$ cat src/rtl/dac_sched_pkg.sv
// Shared definitions for the DAC sample scheduler: FSM encoding, default
// widths and the transfer-window counter width.
package dac_sched_pkg;

  typedef enum logic [1:0] {
    S_IDLE  = 2'd0,
    S_GRANT = 2'd1,
    S_LOAD  = 2'd2,
    S_XFER  = 2'd3
  } state_t;

  localparam int DW_DEFAULT          = 10;
  localparam int XFER_CYCLES_DEFAULT = 800;
  localparam int OVR_W_DEFAULT       = 8;
  localparam int CNT_W               = 10;

endpackage

$ cat src/rtl/dac_sample_sched_rr_arb2.sv
// Combinational two-way round-robin picker; req[0] is requester A,
// req[1] is requester B. The scheduler registers the result.
module rr_arb2 (
  input  logic [1:0] req,
  input  logic       last_b,
  output logic       gnt_a,
  output logic       gnt_b
);

  // On contention the requester that was not served last time wins.
  assign gnt_a = req[0] & (~req[1] | last_b);
  assign gnt_b = req[1] & (~req[0] | ~last_b);

endmodule

$ cat src/rtl/dac_sample_sched.sv
// Shares one spi2dac/pwm load path between two sample requesters, granting
// round-robin on each sample tick and holding off loads for a transfer window.
module dac_sample_sched
  import dac_sched_pkg::*;
#(
  parameter int DW          = DW_DEFAULT,
  parameter int XFER_CYCLES = XFER_CYCLES_DEFAULT,
  parameter int OVR_W       = OVR_W_DEFAULT
) (
  input  logic             CLOCK_50,
  input  logic             RESET_N,
  input  logic             tick,
  input  logic             a_valid,
  input  logic [DW-1:0]    a_data,
  output logic             a_ready,
  input  logic             b_valid,
  input  logic [DW-1:0]    b_data,
  output logic             b_ready,
  output logic [DW-1:0]    dac_data,
  output logic             dac_load,
  output logic             busy,
  output logic             last_b,
  output logic [OVR_W-1:0] ovr_cnt,
  output logic             proto_err
);

  localparam logic [CNT_W-1:0] XFER_LOAD = CNT_W'(XFER_CYCLES - 1);

  state_t             r_state, w_state_nxt;
  logic               r_win_b, w_win_b_nxt;
  logic [CNT_W-1:0]   r_cnt, w_cnt_nxt;
  logic [DW-1:0]      r_dac_data, w_dac_data_nxt;
  logic               r_a_ready, w_a_ready_nxt;
  logic               r_b_ready, w_b_ready_nxt;
  logic               r_dac_load, w_dac_load_nxt;
  logic               r_busy, w_busy_nxt;
  logic               r_last_b, w_last_b_nxt;
  logic [OVR_W-1:0]   r_ovr_cnt, w_ovr_cnt_nxt;
  logic               r_proto_err, w_proto_err_nxt;

  logic               w_gnt_a, w_gnt_b;
  logic               w_win_valid;

  rr_arb2 u_arb (
    .req    ({b_valid, a_valid}),
    .last_b (r_last_b),
    .gnt_a  (w_gnt_a),
    .gnt_b  (w_gnt_b)
  );

  assign w_win_valid = r_win_b ? b_valid : a_valid;

  always_ff @(posedge CLOCK_50) begin
    if (!RESET_N) begin
      r_state     <= S_IDLE;
      r_win_b     <= 1'b0;
      r_cnt       <= '0;
      r_dac_data  <= '0;
      r_a_ready   <= 1'b0;
      r_b_ready   <= 1'b0;
      r_dac_load  <= 1'b0;
      r_busy      <= 1'b0;
      r_last_b    <= 1'b1;
      r_ovr_cnt   <= '0;
      r_proto_err <= 1'b0;
    end else begin
      r_state     <= w_state_nxt;
      r_win_b     <= w_win_b_nxt;
      r_cnt       <= w_cnt_nxt;
      r_dac_data  <= w_dac_data_nxt;
      r_a_ready   <= w_a_ready_nxt;
      r_b_ready   <= w_b_ready_nxt;
      r_dac_load  <= w_dac_load_nxt;
      r_busy      <= w_busy_nxt;
      r_last_b    <= w_last_b_nxt;
      r_ovr_cnt   <= w_ovr_cnt_nxt;
      r_proto_err <= w_proto_err_nxt;
    end
  end

  always_comb begin
    w_state_nxt     = r_state;
    w_win_b_nxt     = r_win_b;
    w_cnt_nxt       = r_cnt;
    w_dac_data_nxt  = r_dac_data;
    w_a_ready_nxt   = 1'b0;
    w_b_ready_nxt   = 1'b0;
    w_dac_load_nxt  = 1'b0;
    w_busy_nxt      = 1'b0;
    w_last_b_nxt    = r_last_b;
    w_ovr_cnt_nxt   = r_ovr_cnt;
    w_proto_err_nxt = r_proto_err;

    // Any tick outside IDLE is lost, including the final XFER cycle.
    if (tick && (r_state != S_IDLE) && (r_ovr_cnt != '1)) begin
      w_ovr_cnt_nxt = r_ovr_cnt + 1'b1;
    end

    case (r_state)
      S_IDLE: begin
        if (tick && (a_valid || b_valid)) begin
          w_state_nxt   = S_GRANT;
          w_win_b_nxt   = w_gnt_b;
          w_a_ready_nxt = w_gnt_a;
          w_b_ready_nxt = w_gnt_b;
        end
      end
      S_GRANT: begin
        if (w_win_valid) begin
          w_dac_data_nxt = r_win_b ? b_data : a_data;
          w_last_b_nxt   = r_win_b;
          w_dac_load_nxt = 1'b1;
          w_busy_nxt     = 1'b1;
          w_state_nxt    = S_LOAD;
        end else begin
          w_proto_err_nxt = 1'b1;
          w_state_nxt     = S_IDLE;
        end
      end
      S_LOAD: begin
        w_busy_nxt  = 1'b1;
        w_cnt_nxt   = XFER_LOAD;
        w_state_nxt = S_XFER;
      end
      S_XFER: begin
        // busy drops one cycle before leaving XFER so the window is exactly
        // XFER_CYCLES long counting the LOAD cycle.
        if (r_cnt == '0) begin
          w_state_nxt = S_IDLE;
        end else begin
          w_cnt_nxt  = r_cnt - 1'b1;
          w_busy_nxt = (r_cnt != CNT_W'(1));
        end
      end
      default: begin
        w_state_nxt = S_IDLE;
      end
    endcase
  end

  assign a_ready   = r_a_ready;
  assign b_ready   = r_b_ready;
  assign dac_data  = r_dac_data;
  assign dac_load  = r_dac_load;
  assign busy      = r_busy;
  assign last_b    = r_last_b;
  assign ovr_cnt   = r_ovr_cnt;
  assign proto_err = r_proto_err;

endmodule
$ cat config.mk
export PLATFORM = sky130hd
export DESIGN_NAME = dac_sample_sched
export DESIGN_NICKNAME = d
export VERILOG_FILES = /design/src/rtl/dac_sched_pkg.sv /design/src/rtl/dac_sample_sched_rr_arb2.sv /design/src/rtl/dac_sample_sched.sv
export SDC_FILE = /design/constraint.sdc
export NUM_CORES = 1
export LEC_CHECK = 0
export ABC_CLOCK_PERIOD_IN_PS = 2110
export BUFFER_PORTS_ARGS = -buffer_cell sky130_fd_sc_hd__buf_2
export CAP_MARGIN = 20
export CELL_PAD_IN_SITES_DETAIL_PLACEMENT = 0
export CELL_PAD_IN_SITES_GLOBAL_PLACEMENT = 1
export CORE_MARGIN = 10
export CORE_UTILIZATION = 30
export CTS_CLUSTER_SIZE = 30
export DETAILED_ROUTE_END_ITERATION = 12
export HOLD_SLACK_MARGIN = 0.03
export PLACE_DENSITY_LB_ADDON = 0.1
export SLEW_MARGIN = 40
export SYNTH_ARGS = -nofsm -noshare
export SYNTH_HDL_FRONTEND = slang
export SYNTH_SLANG_ARGS = --single-unit
$ cat constraint.sdc
create_clock -name CLOCK_50 -period 2.11 [get_ports CLOCK_50]
set_input_delay 0.1055 -clock CLOCK_50 [delete_from_list [all_inputs] [get_ports CLOCK_50]]
set_output_delay 0.1055 -clock CLOCK_50 [all_outputs]
set_load 0.02 [all_outputs]
==> impl_results.md <==
* Total stage count of the critical path at 6
* Worst path bufs/invs at 1
* GP Congestion at 0.769
* Setup TNS at 0 ns
* Hold Buf Count CTS at 0
* P_leak at roughly 0.9 nW
* Antenna Cells at 0
* Relative slew slack at 70.8%
* Post-synth EDFFs at 0
* Critical Path Most Common Cell: or3_1
* Required @ worst endpoint at around 2.3 ns
* Met2 WL at 1.96 mm
* Worst-path clk slew at 0.08 ns
* Row count at 28
* Worst-Margin Slew at 0.427 ns
* Total grt overflow at 0
* Routed wire length at between 4 and 5 mm
* Mapped Nets at ~240
* Worst hold stages at 2
* Leading cell types in the layout, fill and taps excluded: buf_2 (48), dfxtp_1 (37), nor2_1 (21), mux2i_1 (16), a21oi_1 (16)
* Hold Path Class: primary input to register
* CP Launch Type: register
* Non-filler cells, final at 338
* DP HPWL at 3.36 mm
* CTS H-tree lvls at 2
* RSZ-0062 raised after global routing: false
* First-pass GRT wire length at 8.07 mm
* Gate Count Post-Synth at 209
* Max frequency at roughly 500 MHz
* Synth cell types at 39
* Largest stage delay, worst path at roughly 0.42 ns
* PostCTS Resize Cnt at 0
* R2R depth at 6
* Longest Clk Path Bufs at 2
* Placed cell area at 2180 sq um
* Die W at 97.7 um
* M1 wire length at approximately 2.2 mm
* WL/cell at 13.8 um
* DR pass1 iterations at 4
* Final count of negative-setup-slack endpoints at 0
* Setup crit end kind: register
* Syn. warnings at 0
* Final Max Tran Viols at 0
* Clock Latency Late Sink at 0.30 ns
* Clk_skew at 0.00184 ns
* Post-Syn Area at 1810 sq um
* Register area share after synthesis at 40.9%
* Number of CTS-inserted buffers at 5
* CTS tree: done
* Initial cell density of the core at roughly 31%
* Buffers on Ports at 48
* Critical path class: register to register
* VDD IR max at 0.251 mV
* Core Area at 5890 sq um
* Die area at 9540 sq um
* Design Area, Final at 2270 sq um
* Total of max-cap violations at 0
* Total vias in the final route at 1672
* Layout cells sized above 1 at 27.0%
* Worst path slowest cell: or3b_4
* Hold Slack at 0.0634 ns
* Synth-to-Final Area Change at 25.3%
* Root Driver: clkbuf_8
* Syn Area/Cell at 8.66 sq um
* Commonest non-fill, non-tap cell in the layout: buf_2
* Crit share post-route at 92.6%
* Min Tclk post-route at 1.95 ns
* Fill count at 638
* Largest net degree at the start of global routing at 24
* Top Layer Used: met4
* Critical Path Fanout Max at 6
* Via-to-Cell Ratio at about 4.9
* DRC Markers at 0
* Prevailing post-synth register cell: dfxtp_1
* Crit path max-delay family: simple AND/OR/NAND/NOR gates
* Critical Path AT at about 2.2 ns
* IO Count at 49
* Met3 routed WL at 382 um
* CTS Sinks at 37
* Pwr per Cell Area at 704 nW/um^2
* Ys async rst share at 0%
* Nets at 290
* Outcome: complete, no violations
* DRT iter0 DRCs at 58
* Post-CTS Setup Inserts at 0
* Critical-path cell list: inv_1 -> ha_1 -> or3b_4 -> or3_1 -> or3_1 -> a31oi_1
* GRT Total Usage at 9.78%
* Final hold vios at 0
* Die Span Y at between 90 and 100 um
* Vias in the first global route at 1665
* DRT antenna net count at 0
* Post-synthesis register bit count at 37
* Initial antenna violation count at 0
* Placed cell count at 330
-- synthesized netlist by cell type, types with 2 or more instances --
cell      number  area [sq um]
nor2b_1        3          18.8
clkbuf_1       9          33.8
nand3_1        9          45.0
mux2i_1       16           160
o31ai_1        3          22.5
nand2_1       12          45.0
nand2b_1       4          25.0
nor4_4         2          42.5
or3_1          5          31.3
ha_1           3          37.5
nor4_1         2          12.5
a211oi_1      13          97.6
nor3_1         9          45.0
a21oi_1       16          80.1
inv_1          5          18.8
o21a_1         7          52.6
dfxtp_1       37           741
o21ai_0       12          60.1
and2_1         2          12.5
nor2_1        21          78.8
-- metrics by stage --
| step | total power [W] | setup slack, ns | util [%] |
|---|---|---|---|
| floorplan | 0.000997 | 0.277 | - |
| global placement | 0.00111 | 0.201 | 37.1 |
| detailed placement | 0.00110 | 0.172 | 37.1 |
| CTS | 0.00162 | 0.165 | 38.5 |
| global route | 0.00169 | 0.00752 | 38.5 |
| finish | 0.00160 | 0.155 | 38.5 |
-- power breakdown --
group / switching (W) / internal (W) / total, W
clock network: 0.000282 / 0.000228 / 0.000510
registers: 0.0000338 / 0.000734 / 0.000767
logic: 0.000178 / 0.000140 / 0.000317
-- worst register-to-register path, stage by stage, from the launching register on --
cell and delay (ns):
dfxtp_1 0.35, inv_1 0.09, ha_1 0.24, or3b_4 0.42, or3_1 0.32, or3_1 0.31
a31oi_1 0.15
-- worst paths after layout --
check	startpoint	to	slack (ns)
worst max-delay path	r_cnt[1]	r_cnt[6]	0.16
worst min register to register	proto_err	proto_err	0.48
worst max register to register	r_cnt[1]	r_cnt[6]	0.16
worst min-delay path	a_valid	b_ready	0.06
-- sequential cells by signal, summed over array words and instances (netlist names), named ones only --
name,count
dac_data,10
r_cnt,10
ovr_cnt,8
a_ready,1
b_ready,1
busy,1
dac_load,1
last_b,1
proto_err,1
r_state,1
r_win_b,1
-- area by class of cell --
class                   count  area, sq um  area share [%]
clock buffers               5         68.8            3.04
clock inverters             3         17.5           0.773
inverters                   5         18.8           0.828
multi-input cells         156         1010            44.4
flip-flops and latches     37          741            32.7
well taps                  75         93.8            4.14
repair buffers             57          320            14.1
-- logic make-up (layout without fill, tap and decap cells) --
group / after synthesis / count (layout) / share of synthesized area [%]
buffers and inverters: 16 / 70 / 3.39
muxes: 16 / 16 / 8.85
AOI/OAI and AO/OA: 60 / 60 / 21.4
adders and majority gates: 3 / 3 / 2.07
xor gates and xnor gates: 1 / 1 / 0.484
DFF: 37 / 37 / 40.9
and+or+nand+nor: 76 / 76 / 22.8
-- metal layers --
layer  track usage (%)  up-vias
met5                 0        -
met4              3.36        0
met3              4.62        7
met2              14.1       52
met1              12.3      745
li1                  -      868
No activity file was read; power rests on OpenSTA's default activity.
